===== config.mk =====
export PLATFORM = sky130hd
export DESIGN_NAME = wb_burst_ctrl
export DESIGN_NICKNAME = d
export VERILOG_FILES = /design/src/rtl/wb_burst_ctrl_pkg.sv /design/src/rtl/wb_burst_ctrl_shift_reg.sv /design/src/rtl/wb_burst_ctrl.sv
export SDC_FILE = /design/constraint.sdc
export NUM_CORES = 1
export LEC_CHECK = 0
export BUFFER_PORTS_ARGS = -buffer_cell sky130_fd_sc_hd__buf_4
export CAP_MARGIN = 5
export CORE_AREA = 2 2 275 277
export CTS_CLUSTER_SIZE = 40
export DETAILED_ROUTE_END_ITERATION = 10
export DIE_AREA = 0 0 277 279
export PLACE_DENSITY = 0.65
export SLEW_MARGIN = 0
export SYNTH_ARGS = -nofsm -noshare
export SYNTH_HDL_FRONTEND = slang
export SYNTH_SLANG_ARGS = --single-unit

===== constraint.sdc =====
create_clock -name clk_i -period 3.25 [get_ports clk_i]
set_input_delay 0.1625 -clock clk_i [delete_from_list [all_inputs] [get_ports clk_i]]
set_output_delay 0.1625 -clock clk_i [all_outputs]
set_load 0.05 [all_outputs]

===== src/rtl/wb_burst_ctrl_pkg.sv =====
// Shared definitions for the data-cache write-back burst controller.
package wb_burst_ctrl_pkg;

    localparam logic [1:0] AXI_BURST_INCR = 2'b01;

    localparam logic [1:0] AXI_RESP_OKAY   = 2'b00;
    localparam logic [1:0] AXI_RESP_EXOKAY = 2'b01;
    localparam logic [1:0] AXI_RESP_SLVERR = 2'b10;
    localparam logic [1:0] AXI_RESP_DECERR = 2'b11;

    typedef enum logic [1:0] {
        IDLE,
        ADDR,
        DATA,
        RESP
    } wb_state_t;

    // AXI AxSIZE encoding for a beat of data_width bits.
    function automatic logic [2:0] beat_size(input int unsigned data_width);
        return 3'($clog2(data_width / 8));
    endfunction

endpackage


===== src/rtl/wb_burst_ctrl_shift_reg.sv =====
// Beat buffer: parallel-load a whole block, then shift out one word per
// write, LSB word first, refilling from the top with data_i.
module shift_reg #(
    parameter int unsigned WORD_WIDTH  = 32,
    parameter int unsigned BLOCK_WIDTH = 512
) (
    input  logic                   clk_i,
    input  logic                   rst_n_i,
    input  logic                   axi_free_i,
    input  logic [BLOCK_WIDTH-1:0] block_i,
    input  logic                   write_en_i,
    input  logic [WORD_WIDTH-1:0]  data_i,
    output logic [WORD_WIDTH-1:0]  data_o
);

    logic [BLOCK_WIDTH-1:0] blk_q;
    logic [BLOCK_WIDTH-1:0] blk_d;

    // Load has priority over shift; otherwise hold.
    always_comb begin
        blk_d = blk_q;
        if (axi_free_i) begin
            blk_d = block_i;
        end else if (write_en_i) begin
            blk_d = blk_q >> WORD_WIDTH;
            blk_d[BLOCK_WIDTH-1 -: WORD_WIDTH] = data_i;
        end
    end

    // Buffer register with synchronous clear.
    always_ff @(posedge clk_i) begin
        if (!rst_n_i) begin
            blk_q <= '0;
        end else begin
            blk_q <= blk_d;
        end
    end

    assign data_o = blk_q[WORD_WIDTH-1:0];

endmodule


===== src/rtl/wb_burst_ctrl.sv =====
// Write-back burst controller: takes one dirty block and issues a single
// AXI4 INCR write burst (AW, then all W beats, then B), reporting
// busy/done/error back to the cache FSM.
module wb_burst_ctrl #(
    parameter int unsigned AXI_DATA_WIDTH = 32,
    parameter int unsigned BLOCK_WIDTH    = 512,
    parameter int unsigned ADDR_WIDTH     = 64
) (
    input  logic                      clk_i,
    input  logic                      rst_n_i,
    input  logic                      start_i,
    input  logic [ADDR_WIDTH-1:0]     addr_i,
    input  logic [BLOCK_WIDTH-1:0]    data_block_i,
    output logic                      busy_o,
    output logic                      done_o,
    output logic                      error_o,
    output logic                      aw_valid_o,
    input  logic                      aw_ready_i,
    output logic [ADDR_WIDTH-1:0]     aw_addr_o,
    output logic [7:0]                aw_len_o,
    output logic [2:0]                aw_size_o,
    output logic [1:0]                aw_burst_o,
    output logic                      w_valid_o,
    input  logic                      w_ready_i,
    output logic [AXI_DATA_WIDTH-1:0] w_data_o,
    output logic                      w_last_o,
    input  logic                      b_valid_i,
    output logic                      b_ready_o,
    input  logic [1:0]                b_resp_i
);

    import wb_burst_ctrl_pkg::*;

    localparam int unsigned BEATS = BLOCK_WIDTH / AXI_DATA_WIDTH;
    localparam int unsigned CNT_W = (BEATS > 1) ? $clog2(BEATS) : 1;
    localparam int unsigned OFF_W = $clog2(BLOCK_WIDTH / 8);
    localparam logic [CNT_W-1:0]      LAST_CNT  = CNT_W'(BEATS - 1);
    localparam logic [ADDR_WIDTH-1:0] ADDR_MASK = {ADDR_WIDTH{1'b1}} << OFF_W;

    // Burst length must fit AWLEN and be a power of two of whole beats.
    if ((BLOCK_WIDTH % AXI_DATA_WIDTH) != 0 || BEATS == 0 || BEATS > 256 ||
        (BEATS & (BEATS - 1)) != 0) begin : g_bad_cfg
        $error("wb_burst_ctrl: BLOCK_WIDTH/AXI_DATA_WIDTH must be a power of two <= 256");
    end

    wb_state_t              state_q, state_d;
    logic [CNT_W-1:0]       cnt_q, cnt_d;
    logic [ADDR_WIDTH-1:0]  addr_q, addr_d;
    logic                   err_q, err_d;
    logic                   done_q, done_d;

    logic                   aw_valid;
    logic                   w_valid;
    logic                   b_ready;
    logic                   load;
    logic                   w_hs;

    // Next-state, datapath updates and handshake-side outputs.
    always_comb begin
        state_d  = state_q;
        cnt_d    = cnt_q;
        addr_d   = addr_q;
        err_d    = err_q;
        done_d   = 1'b0;
        aw_valid = 1'b0;
        w_valid  = 1'b0;
        b_ready  = 1'b0;
        load     = 1'b0;

        unique case (state_q)
            IDLE: begin
                if (start_i) begin
                    load    = 1'b1;
                    addr_d  = addr_i & ADDR_MASK;
                    err_d   = 1'b0;
                    cnt_d   = '0;
                    state_d = ADDR;
                end
            end
            ADDR: begin
                aw_valid = 1'b1;
                if (aw_ready_i) begin
                    state_d = DATA;
                end
            end
            DATA: begin
                w_valid = 1'b1;
                if (w_ready_i) begin
                    cnt_d = cnt_q + 1'b1;
                    if (cnt_q == LAST_CNT) begin
                        state_d = RESP;
                    end
                end
            end
            RESP: begin
                b_ready = 1'b1;
                if (b_valid_i) begin
                    err_d   = (b_resp_i == AXI_RESP_SLVERR) ||
                              (b_resp_i == AXI_RESP_DECERR);
                    done_d  = 1'b1;
                    cnt_d   = '0;
                    state_d = IDLE;
                end
            end
            default: begin
                state_d = IDLE;
            end
        endcase
    end

    // State and datapath registers; reset abandons any burst in flight.
    always_ff @(posedge clk_i) begin
        if (!rst_n_i) begin
            state_q <= IDLE;
            cnt_q   <= '0;
            addr_q  <= '0;
            err_q   <= 1'b0;
            done_q  <= 1'b0;
        end else begin
            state_q <= state_d;
            cnt_q   <= cnt_d;
            addr_q  <= addr_d;
            err_q   <= err_d;
            done_q  <= done_d;
        end
    end

    assign w_hs = w_valid & w_ready_i;

    shift_reg #(
        .WORD_WIDTH  (AXI_DATA_WIDTH),
        .BLOCK_WIDTH (BLOCK_WIDTH)
    ) u_beat_buf (
        .clk_i      (clk_i),
        .rst_n_i    (rst_n_i),
        .axi_free_i (load),
        .block_i    (data_block_i),
        .write_en_i (w_hs),
        .data_i     ('0),
        .data_o     (w_data_o)
    );

    assign busy_o     = (state_q != IDLE);
    assign done_o     = done_q;
    assign error_o    = err_q;
    assign aw_valid_o = aw_valid;
    assign aw_addr_o  = addr_q;
    assign aw_len_o   = 8'(BEATS - 1);
    assign aw_size_o  = beat_size(AXI_DATA_WIDTH);
    assign aw_burst_o = AXI_BURST_INCR;
    assign w_valid_o  = w_valid;
    assign w_last_o   = w_valid & (cnt_q == LAST_CNT);
    assign b_ready_o  = b_ready;

endmodule

# --- Word level (Yosys, flattened, before mapping) ---
# Cells that the tools add are included.
op_classes:
  mul: 0
  n_lt_le_gt_ge: 0
  mux: 21
  n_shift: 0
  reduce_logical: 11
  eq_ne: 11
  add_sub_neg: 1
  bitwise_logic: 2
  n_div: 0
ops:
  columns: ["operator", "count"]
  rows:
  - ["two-way mux 512 bit", 2]
  - ["two-way mux 4 bit", 3]
  - ["case mux 4 bit (3 select lines)", 1]
  - ["two-way mux 2 bit", 5]
  - ["!= test 2 bit, second input constant", 5]
  - ["== test 2 bit, second input constant", 4]
  - ["two-way mux 1 bit", 8]
  - ["case mux 2 bit (4 select lines)", 1]
  - ["nonzero test 2 bit", 3]
  - ["AND reduction 5 bit", 1]
  - ["adder 4 x 1 -> 4 bit, second input constant", 1]
  - ["== test 4 bit, second input constant", 1]
  - ["AND reduction 2 bit", 2]
  - ["AND reduction 4 bit", 1]
  - ["AND reduction 3 bit", 1]
  - ["nonzero test 3 bit", 1]
  - ["AND 1 bit", 2]
  - ["== test 2 x 1 -> 1 bit, second input constant", 1]
  - ["logical NOT 2 bit", 1]
  - ["case mux 1 bit (2 select lines)", 1]
  - ["logical OR 1 bit", 1]
totals:
  latch_bits: 0
  out_inout_bits: 116
  in_bits: 584
  ff_bits: 578
  n_memories: 0
  rom_bits: 0
  ramBits: 0
  wordCells: 52

# --- Depth between registers and ports, before layout ---
logic_depth:
  ltp_word: 5
  depth_mapped: 10
  depth_no_buf: 6

# --- Hierarchy ---
# A second synthesis with hierarchy kept.
unflattened:
  hier_cells: 2644
  hier_area_um2: 31081.1
modules_own_cells:
  columns: ["module", "area_each_um2", "seq_area_each_um2", "cells_each", "n_inst"]
  rows:
  - ["shift_reg", 28289.6, 10249.8, 2308, 1]
  - ["wb_burst_ctrl", 2791.4, 1321.3, 336, 1]

# --- Worst setup path before layout ---
# Ideal clock, no wire load.
synth_timing:
  path_kind: "register to register"
  startpoint: "register state_q[0]"
  endpoint: "register cnt_q[0]"
  synth_period_minus_slack_ns: 2.146
  stages_incl_launch_ff: 8
  required_time_ns: 3.180
  path_slack_ns: 1.104
  setup_time_ns: 0.070
  path_buffers: 1
  arrival_ns: 2.076
  cell_sequence: "dfxtp_1 > inv_1 > ha_1 > nor2b_1 > or4_1 > clkbuf_1 > or3_1 > a21boi_1"
synth_via:
  elab_chain_cells: 3
  word_cells_on_any_way: 9
  classes_between: "5 x eq/ne; 1 x mux; 3 x reduce/logical"
synth_lines:
  columns: ["element", "line", "rtl"]
  rows:
  - ["from (decl)", "wb_burst_ctrl.sv:46", "wb_state_t state_q, state_d;"]
  - ["from (signal assigned)", "wb_burst_ctrl.sv:120", "state_q <= state_d;"]
  - ["== test 2 bit / logical NOT 2 bit (equally long branches)", "wb_burst_ctrl.sv:70", "unique case (state_q)"]
  - ["!= test 2 bit (no line) / nonzero test 3 bit (equally long branches)", null, null]
  - ["AND reduction 4 bit (no line)", null, null]
  - ["to (signal assigned)", "wb_burst_ctrl.sv:121", "cnt_q <= cnt_d;"]
  - ["to (decl)", "wb_burst_ctrl.sv:47", "logic [CNT_W-1:0] cnt_q, cnt_d;"]
# Several ways; a longest one is shown, not always the timed one.
# A chain may end at the register's enable or synchronous reset.

# --- Final worst setup path ---
layout_timing:
  startpoint: "register state_q[0]"
  endpoint: "register u_beat_buf.blk_q[311]"
layout_via:
  elab_chain_cells: 4
  word_cells_on_any_way: 7
  classes_between: "1 x eq/ne; 3 x mux; 1 x bitwise; 2 x reduce/logical"
layout_lines:
  columns: ["element", "line", "rtl"]
  rows:
  - ["== test 2 bit", "wb_burst_ctrl.sv:70", null]
  - ["two-way mux 1 bit", "wb_burst_ctrl.sv:70", null]
  - ["AND 1 bit", "wb_burst_ctrl.sv:128", "assign w_hs = w_valid & w_ready_i;"]
  - ["nonzero test 2 bit (no line)", null, null]
  - ["to (signal assigned)", "wb_burst_ctrl_shift_reg.sv:35", "blk_q <= blk_d;"]
  - ["to (decl)", "wb_burst_ctrl_shift_reg.sv:16", "logic [BLOCK_WIDTH-1:0] blk_q;"]
# Several ways; a longest one is shown, not always the timed one.

==> impl_metrics.toml <==
[grt]
grt.total_usage_pct = 23.9
grt_max_degree = 236
overflow = 0
grt_pass1_wl_um = 149000
antenna_found_initial = 11
grt_pass1_vias = 26700

[power]
intPower_w = 0.0197
p_sw_share_pct = 40.1
p_per_area_nw_per_um2 = 839
p_comb_share_pct = 41.7
p_leak_nw = 20.6
clkPwrFrac_pct = 23.1
ir_worst_vdd_v = 0.000431
p_sw_w = 0.0132
seqPwrFrac_pct = 35.1

[critical_path]
worstReg2RegStart = "state_q[0]$_SDFFE_PN0P_"
ff2ff_setup_slack_ns = 0.73
crit_type = "flip-flop to flip-flop"
worstRegToRegCells = 7
crit_arrival_ns = 3.05
worst_ep_required_time_ns = 3.78
timing.rr.end = "u_beat_buf.blk_q[311]$_SDFFE_PN0P_"
worstPathMaxFanout = 235
end_kind = "flip-flop"
cp-start-kind = "flip-flop"

[floorplanning]
die_w_um = 277
rows = 100
die-area_um2 = 77300
die_h_um = 279
io-pin-count = 700
start_util_pct = 34.8
core_area_um2 = 74100

[sta]
fin_setup_tns_ns = 0
whs_ns = 0.0262
fin_crit_sh_pct = 77.5
period_needed_ns = 2.52
rsz0062_at_grt = "false"
relSlewSlack_pct = 11.1
timing.fmax_mhz = 397
setup_viol = 0
tightestPinTransition_ns = 1.33
finalHoldViolCount = 0
clock_skew_ns = 0.0357
slew_viol_final = 0

[place]
io_buffer_count = 673
place_hpwl_um = 62000
dp_cells = 4550
gp_congestion = 0.859

[synth]
synth_top_area_cell = "dfxtp_1"
synth.most_common_cell = "nand2_1"
syn_inst = 3177
syn_avg_cell_area_um2 = 8.11
synth.distinct_cells = 30
yosysSeqAreaShare_pct = 44.9
ys_ff_latch = 578
async_reset_ff_share_pct = 0
synthesis.area_um2 = 25800
synthTopCellsByArea = "dfxtp_1 45%, o211a_1 19%, nand2_1 16%, nand3_1 10%, clkbuf_1 2.9%"
synth_warnings = 0
synth_edf_count = 0
synthTopCellsByCount = "1118 x nand2_1, 578 x dfxtp_1, 515 x nand3_1"
synth_top_area_share_pct = 44.9
synthFlopType = "dfxtp_1"

[worst_hold_path]
worstHoldStart = "data_block_i[383]"
hold_depth = 4
holdCritPathClass = "primary input to flip-flop"
whs_endpoint = "u_beat_buf.blk_q[383]$_SDFFE_PN0P_"

[job]
drv_cap = 0

[cts]
post_cts_buffers = 0
clock-root-buffer = "clkbuf_16"
cts_buffer_depth = 3
cts-htree-levels = 3
ctsResizeCount = 0
clk_pin_slew_ns = 0.06
hold_buffers = 561
cts_sinks = 578
insertion_delay_ns = 0.60
cts_buffers = 67
cts_tree = "built"

[cells_and_area]
layout.cells.non_filler = 5240
fin_nets = 4804
area_growth_syn_to_layout_pct = 51.9
fill_cells = 6565
fin_util_pct = 52.9
drive_above_1_share_pct = 19.8

[detailed_routing]
totalWireLength_um = 95800
drc_errors = 0
drt_iter0_markers = 2349
vias_per_cell = 5.15
drt-pass1-iter-count = 6
ant_nets = 0
vias = 27000
wl_per_cell_um = 18.3

[status]
status = "complete, no violations"
==> per-layer routing <==
layer | global-route usage (%) | routed length [µm] | vias up
met1 | 30.6 | 40800 | 12800
met3 | 3.51 | 5750 | 210
met5 | 0 | 0 | -
li1 | - | - | 13000
met4 | 9.88 | 3480 | 0
met2 | 40.2 | 45900 | 1046
==> kinds of logic after synthesis <==
| logic type | count (synthesis) | share of synthesized area [%] |
|---|---|---|
| simple gates | 1648 | 26.7 |
| compound gates | 582 | 21.6 |
| flops | 578 | 44.9 |
| buf+inv | 357 | 6.36 |
| fa+ha+maj | 8 | 0.388 |
| mux | 2 | 0.0777 |
| other cells | 2 | 0.0291 |
==> layout make-up <==
type,instances,area (µm²),share of cell area (%)
Antenna cell,11,27.5,0.0703
Timing Repair Buffer,1301,11500,29.3
Sequential cell,578,11600,29.6
Multi-Input combinational cell,2259,12600,32.3
Clock inverter,17,233,0.594
Inverter,5,18.8,0.0479
Clock buffer,100,1980,5.07
Tap cell,969,1210,3.10
==> power groups by stage <==
stage / Sequential (W) / Clock, W / Combinational (W)
after detailed placement: 0.0116 / 0 / 0.0130
final: 0.0115 / 0.00760 / 0.0137
after floorplan: 0.0114 / 0 / 0.00915
after global routing: 0.0118 / 0.00805 / 0.0151
after CTS: 0.0115 / 0.00776 / 0.0136
after global placement: 0.0115 / 0 / 0.0129
==> cell usage in the layout (no fill, tap or decap), types with 12 or more instances in the layout <==
cell type | synthesis | final
nand3_1 | 515 | 515
clkbuf_8 | 0 | 12
buf_12 | 0 | 22
clkbuf_1 | 202 | 18
o211a_1 | 480 | 480
nand2_1 | 1118 | 1116
dlygate4sd3_1 | 0 | 562
a21boi_0 | 93 | 93
clkbuf_16 | 0 | 70
buf_4 | 51 | 716
conb_1 | 2 | 19
dfxtp_1 | 578 | 578
==> stage by stage <==
step / total power (W) / worst slack (ns) / area (µm²)
2_1_floorplan: 0.0206 / 1.10 / 25800
6_report: 0.0328 / 0.732 / 39100
4_1_cts: 0.0328 / 0.825 / 39100
3_5_place_dp: 0.0246 / 0.859 / 31300
5_1_grt: 0.0349 / 0.603 / 39100
3_3_place_gp: 0.0244 / 0.904 / 31300
==> how the worst max path moves through the flow <==
stage | depth (start not counted) | slack [ns] | startpoint | to
5_1_grt | 8 | 0.60 | state_q[0]$_SDFFE_PN0P_ | u_beat_buf.blk_q[245]$_SDFFE_PN0P_
4_1_cts | 7 | 0.82 | state_q[0]$_SDFFE_PN0P_ | u_beat_buf.blk_q[280]$_SDFFE_PN0P_
3_5_place_dp | 7 | 0.86 | state_q[1]$_SDFFE_PN0P_ | u_beat_buf.blk_q[430]$_SDFFE_PN0P_
3_3_place_gp | 7 | 0.90 | state_q[0]$_SDFFE_PN0P_ | u_beat_buf.blk_q[430]$_SDFFE_PN0P_
2_1_floorplan | 7 | 1.10 | state_q[0]$_SDFFE_PN0P_ | cnt_q[0]$_SDFFE_PN0P_
6_report | 7 | 0.73 | state_q[0]$_SDFFE_PN0P_ | u_beat_buf.blk_q[311]$_SDFFE_PN0P_
==> critical path, cell delays in order, from the launching register on <==
cell	delay, ns
dfxtp_1	0.40
inv_1	0.12
ha_1	0.30
nand2_4	0.15
buf_12	0.50
nand2_1	0.19
nand3_1	0.16
o211a_1	0.15
==> sequential cells by signal, indices dropped and copies added, names as in the netlist <==
signal            flops
state_q               2
aw_addr_o            58
done_o                1
u_beat_buf.blk_q    512
cnt_q                 4
error_o               1
No activity file was read; power rests on OpenSTA's default activity.
